==> config.mk <==
export PLATFORM = sky130hd
export DESIGN_NAME = bcd_alu_seq
export DESIGN_NICKNAME = d
export VERILOG_FILES = /design/src/rtl/bcd_alu_seq.sv
export SDC_FILE = /design/constraint.sdc
export NUM_CORES = 1
export LEC_CHECK = 0
export CAP_MARGIN = 20
export CELL_PAD_IN_SITES_DETAIL_PLACEMENT = 1
export CELL_PAD_IN_SITES_GLOBAL_PLACEMENT = 1
export CORE_MARGIN = 5
export CORE_UTILIZATION = 41
export CTS_CLUSTER_DIAMETER = 30
export CTS_CLUSTER_SIZE = 25
export DETAILED_ROUTE_END_ITERATION = 6
export GPL_ROUTABILITY_DRIVEN = 0
export PLACE_DENSITY_LB_ADDON = 0.3
export SYNTH_ARGS = -nofsm -noshare
export SYNTH_HDL_FRONTEND = slang
export SYNTH_SLANG_ARGS = --single-unit
==> constraint.sdc <==
create_clock -name clk_i -period 4.9 [get_ports clk_i]
set_input_delay 0.98 -clock clk_i [delete_from_list [all_inputs] [get_ports clk_i]]
set_output_delay 0.98 -clock clk_i [all_outputs]
set_load 0.02 [all_outputs]
==> src/rtl/bcd_alu_seq.sv <==
// rtl/bcd_alu_seq.sv - digit-serial BCD add/subtract unit, one digit per clock, LSD first
// Optional signed-magnitude subtract result when BCD_ALU_SIGNED_EN is defined.
module bcd_alu_seq #(
  parameter int NUM_DIGITS = 8
) (
  input  logic                    clk_i,
  input  logic                    rst_ni,
  input  logic                    in_valid_i,
  output logic                    in_ready_o,
  input  logic [4*NUM_DIGITS-1:0] left_i,
  input  logic [4*NUM_DIGITS-1:0] right_i,
  input  logic [1:0]              op_i,
  output logic                    out_valid_o,
  input  logic                    out_ready_i,
  output logic [4*NUM_DIGITS-1:0] result_o,
  output logic                    carry_o,
  output logic                    neg_o,
  output logic                    err_o
);

  localparam int W  = 4 * NUM_DIGITS;
  localparam int CW = $clog2(NUM_DIGITS);

  typedef enum logic [1:0] {IDLE, CALC, FIX, DONE} state_t;

  state_t          state, state_nxt;
  logic [W-1:0]    l_sh, r_sh, res;
  logic [CW-1:0]   cnt;
  logic            c, carry, err, sub;
  logic            accept, bad, last;
  logic [3:0]      da, db, dig;
  logic            cin, is_sub, cout;
  logic [4:0]      sum5, dif5, adj;

  function automatic logic bad_digits(input logic [W-1:0] v);
    logic b;
    b = 1'b0;
    for (int i = 0; i < NUM_DIGITS; i++)
      if (v[4*i +: 4] > 4'd9) b = 1'b1;
    return b;
  endfunction

  assign accept = in_valid_i && (state == IDLE);
  assign bad    = bad_digits(left_i) || bad_digits(right_i) || (op_i == 2'b11);
  assign last   = (cnt == CW'(NUM_DIGITS - 1));

  // Digit 0 is computed straight from the inputs at acceptance, so CALC only walks digits 1..N-1.
  always_comb begin
    da     = l_sh[3:0];
    db     = r_sh[3:0];
    cin    = c;
    is_sub = sub;
    if (state == IDLE) begin
      da     = left_i[3:0];
      db     = right_i[3:0];
      cin    = 1'b0;
      is_sub = op_i[1];
    end else if (state == FIX) begin
      da     = 4'd0;
      db     = res[3:0];
      is_sub = 1'b1;
    end
    sum5 = {1'b0, da} + {1'b0, db} + {4'd0, cin};
    dif5 = {1'b0, da} - {1'b0, db} - {4'd0, cin};
    if (is_sub) begin
      cout = dif5[4];
      adj  = cout ? dif5 + 5'd10 : dif5;
    end else begin
      cout = (sum5 > 5'd9);
      adj  = cout ? sum5 - 5'd10 : sum5;
    end
    dig = adj[3:0];
  end

  always_ff @(posedge clk_i or negedge rst_ni) begin
    if (!rst_ni) state <= IDLE;
    else         state <= state_nxt;
  end

  always_comb begin
    state_nxt   = state;
    in_ready_o  = 1'b0;
    out_valid_o = 1'b0;
    case (state)
      IDLE: begin
        in_ready_o = 1'b1;
        if (accept) state_nxt = (bad || op_i == 2'b00) ? DONE : CALC;
      end
      CALC: begin
        if (last) begin
          state_nxt = DONE;
`ifdef BCD_ALU_SIGNED_EN
          if (sub && cout) state_nxt = FIX;
`endif
        end
      end
      FIX: begin
        if (last) state_nxt = DONE;
      end
      DONE: begin
        out_valid_o = 1'b1;
        if (out_ready_i) state_nxt = IDLE;
      end
      default: state_nxt = IDLE;
    endcase
  end

`ifdef BCD_ALU_SIGNED_EN
  logic neg;
  assign neg_o = neg;
`else
  assign neg_o = 1'b0;
`endif

  always_ff @(posedge clk_i or negedge rst_ni) begin
    if (!rst_ni) begin
      l_sh  <= '0;
      r_sh  <= '0;
      res   <= '0;
      cnt   <= '0;
      c     <= 1'b0;
      carry <= 1'b0;
      err   <= 1'b0;
      sub   <= 1'b0;
`ifdef BCD_ALU_SIGNED_EN
      neg   <= 1'b0;
`endif
    end else begin
      case (state)
        IDLE: if (accept) begin
          carry <= 1'b0;
          err   <= 1'b0;
          c     <= 1'b0;
          cnt   <= CW'(1);
`ifdef BCD_ALU_SIGNED_EN
          neg   <= 1'b0;
`endif
          if (bad) begin
            res <= '0;
            err <= 1'b1;
          end else if (op_i == 2'b00) begin
            res <= left_i;
          end else begin
            l_sh <= left_i >> 4;
            r_sh <= right_i >> 4;
            sub  <= op_i[1];
            c    <= cout;
            res  <= {dig, res[W-1:4]};
          end
        end
        CALC: begin
          l_sh <= l_sh >> 4;
          r_sh <= r_sh >> 4;
          res  <= {dig, res[W-1:4]};
          c    <= cout;
          cnt  <= cnt + 1'b1;
          if (last) begin
            carry <= cout;
            c     <= 1'b0;
            cnt   <= '0;
`ifdef BCD_ALU_SIGNED_EN
            if (sub && cout) neg <= 1'b1;
`endif
          end
        end
        FIX: begin
          res <= {dig, res[W-1:4]};
          c   <= cout;
          cnt <= last ? '0 : cnt + 1'b1;
        end
        default: ;
      endcase
    end
  end

  assign result_o = res;
  assign carry_o  = carry;
  assign err_o    = err;

endmodule

==> results, run 1 <==
- The startpoint class of the critical path is a flop.
- The maximum root-to-sink buffer count is 2.
- The share of total power dissipated in sequential elements is 0.235.
- Gates resized during post-CTS repair numbered 0.
- The core footprint is 13830 um^2.
- The area overhead of the layout relative to synthesis is 25.83%.
- On the worst path, the slowest cell contributes a delay of 0.51 ns.
- The min-delay analysis places its worst path in the category flop to flop.
- The cell sitting at the root of the clock tree is a sky130_fd_sc_hd__clkbuf_16.
- Setup violations remaining at the end of the flow were counted as 0.
- The critical path starts at state[0]$_DFFE_PN0P_.
- Summing over every cut layer, the via total after detailed routing is 5090.
- The floorplan die width is 128.6 um.
- The total clock sinks is 97.
- The H-tree was split into 3 levels.
- The source of the worst register-to-register timing path is state[0]$_DFFE_PN0P_.
- After clock tree synthesis, the clock-pin slew on the worst setup and hold paths is 0.07 ns.
- Setup repair after global routing left no endpoint under its margin.
- The commonest cells after synthesis are sky130_fd_sc_hd__dfrtp_1, sky130_fd_sc_hd__mux2i_1, sky130_fd_sc_hd__o21ai_0.
- The repair_antennas step left the layout with diodes totalling 0.
- The top cell type by total area after synthesis is sky130_fd_sc_hd__dfrtp_1.
- The critical path class is flop to flop.
- The initial antenna violation count is 0.
- During I/O placement, the number of pins put on the boundary was 107.
- Measured against its own limit, the worst slew margin works out to 0.3082.
- The register area share after synthesis is 0.4207.
- Across the VDD grid, the largest voltage drop is 0.0004615 V.
- The post-CTS repair timing setup buffer count is 0.
- The max-capacitance violation count is 0.
- The measured slew at the worst slew-check pin is 1.038 ns.
- The count of standard-cell rows is 43.
- On the final layout, the worst clock skew is 0.007844 ns.
- The area fraction of the dominant cell type after synthesis is 0.4207.
- Internal power comes to 3.408 mW.
- The clock reaches the later pin of the worst-skew pair after 0.35 ns.
- The count of buffers from port buffering is 105.
- The run finished with clean final reports.
- The count of unique library cells instantiated by Yosys is 52.
- The post-layout worst setup margin is 0.8409 ns.
- The worst-path maximum fanout is 8.
- The dominant synthesized flop cell is sky130_fd_sc_hd__dfrtp_1.
- In this run the vertical extent of the chip is 128.6 um.
- The TritonCTS buffer count is 9.
- Each instance of the synthesized netlist takes up on average 9.778 um^2.
- After detailed routing, the average wire length per cell comes to 21.95 um.
- The placed instance area is 6914 um^2.
- Yosys mapped a number of flops with a built-in enable equal to 0.
- The sum of negative setup slack is 0 ns.
- The final design utilization is 0.5250.
- Summed over all cells, the static leakage comes to 3.171 nW.
- The largest family of logic cells by synthesized area is compound AO/OA/AOI/OAI gates.
- By area the synthesized netlist is led by sky130_fd_sc_hd__dfrtp_1, sky130_fd_sc_hd__mux2i_1, sky130_fd_sc_hd__o21ai_0, sky130_fd_sc_hd__nand3_1, sky130_fd_sc_hd__o21a_1.
- The arrival time of the worst setup path is 4.30 ns.
- The design area is 7259 um^2.
- The part of the power in the clock network is 0.132.
- The first routing iteration left 488 violations.
- In the finished design, the share of the clock period the worst path needs comes to 0.8284.
- The final-report max-slew violation count came to 0.
- The die covers 16540 um^2.
- Of the total power, the share spent switching nets is 0.4598.
- Data on the critical path is required at its endpoint by 5.14 ns.
- The worst hold path begins at cnt[1]$_DFFE_PN0P_.
- Wires add up to 18770 um.
- After detailed routing, the number of remaining DRC violations is 0.
- The wire length of the first global-routing pass is 30570 um.
- Of the total synthesized cell area, the portion taken by AND, OR, NAND and NOR gates is 0.09716.
- After synthesis the netlist holds a flip-flop and latch count of 97.
- The total power is 6.309 mW.
- The fraction of final layout cells sized beyond drive strength 1 is 0.05630.
- The number of nets still failing antenna checks after routing is 0.
- For this run, asynchronously set or reset flops after synthesis account for 1.000.
- The most common cell in the synthesized netlist is sky130_fd_sc_hd__dfrtp_1.
- TritonCTS built the clock tree.
- The maximum number of pins on one net before global-route repair is 67.
- Synthesis produced a netlist with a net count of 682.
- The first-pass iteration count of the detailed router is 4.
- The smallest hold slack is 0.5071 ns.
- The analysis attributes to net switching a power of 2.901 mW.
- Walking the worst path, the cells encountered are inv_1 -> ha_1 -> mux2i_1 -> o21ai_0 -> fa_1 -> inv_1 -> fa_1 -> xor2_1 -> ha_1 -> nor2b_1 -> o311ai_2 -> o311ai_0 -> o41ai_1.
- The via count of the first global-routing pass is 5537.
- Summing every instance area after synthesis gives 5769 um^2.
- The number of placed instances with taps included is 839.
- The aggregate global-route resource usage is 0.2360.
- The number of endpoints with negative hold slack in the final report came to 0.
- The post-synthesis mux area share is 0.1529.
- Of the total synthesized cell area, the portion taken by full adders, half adders and majority gates is 0.05422.
- The share of total power dissipated in combinational logic is 0.633.
- The shortest clock period the worst path allows after layout is 4.059 ns.
- The cell with the largest stage delay on the worst path is sky130_fd_sc_hd__ha_1.
- The non-filler instance count after layout is 855.
- The detailed placement HPWL is 13080 um.
- The pre-CTS worst setup slack is 0.8464 ns.
- The initial utilization of the core area, before any placement, comes to 0.4172.
- For this design the ratio of total power to cell area is 869.0 nW/um^2.
- The synthesized-area fraction occupied by ao, oa, aoi and oai cells was 0.2173.
- The yosys synthesis warning count is 0.
- The number of vias per cell after detailed routing is 5.953.
- The fraction of synthesized cell area in xor and xnor cells is 0.009976.
- The sum of overflow across all layers after global routing is 0.
- The total of hold buffers inserted after clock tree synthesis is 0.
- Static timing analysis puts the maximum clock frequency at 246.4 MHz.
- STA classifies the critical path endpoint as a flop.
- At the end of the flow, the number of nets in the layout was 762.
- The number of standard cells after synthesis is 590.
-- sequential cells by signal, indices dropped and copies added, names as in the netlist --
register / count
result_o: 32
c: 1
r_sh: 28
sub: 1
carry_o: 1
state: 2
err_o: 1
cnt: 3
l_sh: 28
-- worst paths after layout --
path                                       endpoint  slack, ns  depth (start not counted)
max in group asynchronous       carry_o$_DFFE_PN0P_       3.17                          2
hold reg to reg                  cnt[1]$_DFFE_PN0P_       0.51                          2
min in group asynchronous  result_o[16]$_DFFE_PN0P_       0.75                          1
setup / recovery                      c$_DFFE_PN0P_       0.84                         13
setup reg to reg                      c$_DFFE_PN0P_       0.84                         13
hold / removal                   cnt[1]$_DFFE_PN0P_       0.51                          2
-- placed cells by master, fill, tap and decap left out, types with 29 or more instances in the layout --
cell type                         synthesis  routed
sky130_fd_sc_hd__a21oi_1                 29      29
sky130_fd_sc_hd__clkdlybuf4s50_1          0     104
sky130_fd_sc_hd__dfrtp_1                 97      97
sky130_fd_sc_hd__mux2i_1                 87      87
sky130_fd_sc_hd__nand3_1                 52      52
sky130_fd_sc_hd__o21a_1                  33      33
sky130_fd_sc_hd__o21ai_0                 68      67
sky130_fd_sc_hd__o21ai_1                 38      38
-- power by group through the flow --
stage | Combinational, mW | Clock, mW | Sequential (mW)
floorplan | 2.68 | 0 | 1.55
global route | 4.40 | 0.878 | 1.53
detailed placement | 3.97 | 0 | 1.49
CTS | 4.01 | 0.842 | 1.48
global placement | 3.75 | 0 | 1.47
finish | 3.99 | 0.833 | 1.48
-- critical path, delay by kind of cell (launching register included) --
family	cells	cell delay, ns
fa+ha+maj	4	1.45
mux	1	0.17
buf+inv	2	0.21
flops	1	0.43
simple gates	1	0.20
compound gates	4	1.27
xor+xnor	1	0.20
-- per-layer routing --
layer	share of wire	vias to the layer above	track usage
li1	-	2315	-
met1	0.44	2600	0.3172
met2	0.49	141	0.3907
met3	0.043	34	0.03155
met4	0.024	0	0.08709
met5	0	-	0
-- cell type report --
class	instances	area (um^2)
Fill cell	1553	6568
Multi-Input combinational cell	431	3078
Sequential cell	97	2427
Timing Repair Buffer	115	1124
Clock buffer	11	242.7
Tap cell	180	225.2
Clock inverter	5	102.6
Inverter	16	60.06
-- logic make-up after synthesis --
| group | after synthesis |
|---|---|
| adder cells (fa/ha/maj) | 22 |
| flip-flops | 97 |
| AO/OA/AOI/OAI | 205 |
| other | 1 |
| XOR/XNOR | 5 |
| multiplexers | 88 |
| AND/OR/NAND/NOR | 110 |
| buffers and inverters | 62 |
(Power assumes the default switching activity.)
==> inputs of run 2 (changes only) <==
--- a/config.mk
+++ b/config.mk
@@ -9,7 +9,7 @@
 export CELL_PAD_IN_SITES_DETAIL_PLACEMENT = 1
 export CELL_PAD_IN_SITES_GLOBAL_PLACEMENT = 1
 export CORE_MARGIN = 5
-export CORE_UTILIZATION = 41
+export CORE_UTILIZATION = 37
 export CTS_CLUSTER_DIAMETER = 30
 export CTS_CLUSTER_SIZE = 25
 export DETAILED_ROUTE_END_ITERATION = 6
==> constraint.sdc (replaced) <==
create_clock -name clk_i -period 3.69 [get_ports clk_i]
set_input_delay 0.738 -clock clk_i [delete_from_list [all_inputs] [get_ports clk_i]]
set_output_delay 0.738 -clock clk_i [all_outputs]
set_load 0.02 [all_outputs]
==> results, run 2 (same netlist as run 1, synthesis figures left out) <==
- For this run, the share of the core covered by cells in the final layout is 0.4898.
- The DRC violation count after routing is 0.
- The area enclosed by the die boundary is 18190 um^2.
- The area overhead of the layout relative to synthesis is 29.54%.
- The worst-case IR drop observed on VDD is 0.0004535 V.
- Counting along the longest clock path gives a buffer depth of 2.
- Summed over all cells, the static leakage comes to 3.260 nW.
- The largest delay contributor family on the critical path is adder cells.
- The TritonCTS buffer count is 9.
- The flow ran to the end, and the final reports show no timing, DRC or antenna violations.
- The H-tree was split into 3 levels.
- The CTS tree is done.
- The die is 134.9 um wide.
- In the global route stage, overall resource usage came out at 0.2086.
- Along the worst path, the maximum fanout reaches 10.
- 107 I/O pins were placed.
- The setup path with the least slack is of type flop to flop.
- Of the available clock period, the critical path in the final layout requires 0.9546.
- The floorplan step defined a core boundary enclosing 15260 um^2.
- Setup repair after global routing left no endpoint under its margin.
- At the end of the flow, the number of nets in the layout was 776.
- The most numerous cell type found on the critical path is sky130_fd_sc_hd__fa_1.
- The initial detailed-routing violation count is 311.
- The share of total power dissipated in sequential elements is 0.227.
- The signal on the critical path passes through inv_2 -> ha_4 -> nor2_2 -> a22o_1 -> fa_1 -> inv_1 -> fa_1 -> ha_1 -> nor2b_1 -> o311ai_2 -> o311ai_1 -> o41ai_2.
- The total wire length after detailed routing is 18570 um.
- The filler cells instantiated in the layout total 1709.
- The library cell used most frequently in the layout, excluding fill and tap cells, is sky130_fd_sc_hd__clkdlybuf4s50_1.
- Summed over all layers, the global routing overflow is 0.
- Data arrives at the worst endpoint at 3.76 ns.
- Once detail routing completed, the nets flagged for antenna violations numbered 0.
- Of the total power, the share spent switching nets is 0.4504.
- The cell with the largest stage delay on the worst path is sky130_fd_sc_hd__dfrtp_2.
- The wire length of the first global-routing pass is 30100 um.
- The die is 134.9 um tall.
- Headroom to the max-slew limit came out at 0.3368.
- The worst setup path is launched from a flop.
- The initial cell density of the core is 0.3781.
- In the final layout, the multi-input gates occupy 3110 um^2.
- The initial antenna violation count came to 0.
- The clock arrives with 0.008775 ns of skew.
- The first-pass iteration count of the detailed router is 6.
- The start point of the critical path is state[1]$_DFFE_PN0P_.
- The number of vias per cell after detailed routing is 5.609.
- The count of standard-cell rows is 45.
- The per-cell routed wire length is 20.63 um.
- The max-capacitance violation count is 0.
- The peak clock frequency supported by timing is 283.9 MHz.
- Summing internal, switching and leakage power gives 8.675 mW.
- The part of the power in the clock network is 0.133.
- The clock latency reported for the late side of the worst-skew pair is 0.35 ns.
- The top cell types in the final layout, fill and taps aside, are sky130_fd_sc_hd__clkdlybuf4s50_1, sky130_fd_sc_hd__dfrtp_1, sky130_fd_sc_hd__mux2i_1.
- The flip-flop count of the largest register, all copies and words added is 32.
- The final-report max-slew violation count is 0.
- The fraction of final layout cells sized beyond drive strength 1 is 0.08418.
- The stage delay of the slowest cell on the critical path is 0.47 ns.
- The measured slew at the worst slew-check pin is 0.9949 ns.
- The smallest clock period supported by the final layout is computed as 3.522 ns.
- Setup violations remaining at the end of the flow were counted as 0.
- Internal power comes to 4.768 mW.
- The total of hold buffers inserted after clock tree synthesis is 0.
- Data on the critical path is required at its endpoint by 3.93 ns.
- The cell at the root of the clock tree is sky130_fd_sc_hd__clkbuf_16.
- The type of the tightest min-delay check is input port to async pin.
- The clock net in this run drives a total of 97 sinks.
- The power share of the combinational group is 0.640.
- For this design the ratio of total power to cell area is 1161 nW/um^2.
- Entering global routing, the biggest net connects 52 pins.
- The number of buffers and inverters on the critical path is 2.
- The clock-pin slew on the worst setup and hold paths is 0.07 ns.
- The number of antenna repair diodes is 0.
- The kind of end point of the critical path is a flop.
- The count of buffers from port buffering is 105.
- The via count of the first global-routing pass is 5462.
- The detailed router placed 5048 vias in this run.
- For this design the total switching power over the nets is 3.907 mW.
- The source of the worst register-to-register timing path is state[1]$_DFFE_PN0P_.
- The placed instance area is 7066 um^2.
- The detailed placement HPWL is 13550 um.
- The area taken by flip-flops and latches is 2429 um^2.
- The number of endpoints with negative hold slack in the final report is 0.
- Summing all non-filler instances in the final layout gives an area of 7473 um^2.
==> run 2: changes by cell type in the layout (fill, tap and decap cells not counted), sizes merged <==
cell	delta
buf	+14
bufinv	+1
clkbuf	-1
clkinvlp	-1
inv	+1
==> run 2: per-layer routing <==
layer / vias up / global-route usage / share of wire
met5: - / 0 / 0
li1: 2338 / - / -
met4: 0 / 0.06335 / 0.018
met1: 2585 / 0.2874 / 0.46
met2: 101 / 0.3410 / 0.48
met3: 24 / 0.03018 / 0.034
==> run 2: final cells by class <==
class	instances	area share
repair buffers	129	0.1661
well taps	211	0.03533
multi-input cells	431	0.4162
clock inverters	6	0.01842
flip-flops and latches	97	0.3250
clock buffers	10	0.03064
inverters	16	0.008371
==> run 2: worst register-to-register path, stage by stage (launching register included) <==
cell and delay [ns]:
sky130_fd_sc_hd__dfrtp_2 0.47, sky130_fd_sc_hd__inv_2 0.13, sky130_fd_sc_hd__ha_4 0.22, sky130_fd_sc_hd__nor2_2 0.07, sky130_fd_sc_hd__a22o_1 0.25, sky130_fd_sc_hd__fa_1 0.45
sky130_fd_sc_hd__inv_1 0.08, sky130_fd_sc_hd__fa_1 0.45, sky130_fd_sc_hd__ha_1 0.23, sky130_fd_sc_hd__nor2b_1 0.19, sky130_fd_sc_hd__o311ai_2 0.29, sky130_fd_sc_hd__o311ai_1 0.18
sky130_fd_sc_hd__o41ai_2 0.40
==> run 2: final timing paths <==
| kind | depth (start not counted) | to | slack [ns] |
|---|---|---|---|
| setup / recovery | 12 | c$_DFFE_PN0P_ | 0.17 |
| hold / removal | 1 | r_sh[24]$_DFFE_PN0P_ | 0.38 |
| setup reg to reg | 12 | c$_DFFE_PN0P_ | 0.17 |
| hold reg to reg | 2 | cnt[1]$_DFFE_PN0P_ | 0.48 |
| max in group asynchronous | 2 | r_sh[19]$_DFFE_PN0P_ | 2.46 |
| min in group clk_i | 2 | cnt[1]$_DFFE_PN0P_ | 0.48 |
==> run 2: timing repair <==
item | 4_1_cts | 5_1_grt
gates cloned | 0 | 0
setup endpoints to repair | 3 | 5
pin swaps | 0 | 2
gates resized for setup | 1 | 10
setup buffers | 0 | 1
==> run 2: per-stage QoR <==
stage               TNS, ns  std cells  hold WS [ns]  worst slack [ns]
floorplan                 0        590        0.4424           0.05102
global placement          0        883        0.4604          0.009098
detailed placement  -0.3100        883        0.4727           -0.1045
CTS                       0        899        0.4014           0.05135
global route              0        900        0.4243          0.003427
finish                    0        900        0.3844            0.1676
==> run 2: power groups by stage <==
stage	combinational [mW]	sequential, mW	clock (mW)
finish	5.55	1.97	1.16
global route	6.09	2.03	1.23
CTS	5.50	1.96	1.17
detailed placement	5.46	1.97	0
global placement	5.16	1.95	0
floorplan	3.57	2.06	0
==> inputs of run 3 (changes only) <==
--- a/config.mk
+++ b/config.mk
@@ -15,6 +15,7 @@
 export DETAILED_ROUTE_END_ITERATION = 6
 export GPL_ROUTABILITY_DRIVEN = 0
 export PLACE_DENSITY_LB_ADDON = 0.3
+export SLEW_MARGIN = 20
 export SYNTH_ARGS = -nofsm -noshare
 export SYNTH_HDL_FRONTEND = slang
 export SYNTH_SLANG_ARGS = --single-unit
==> results of run 3 <==
Same layout as run 2: the final DEF is identical, and so are final timing and power.
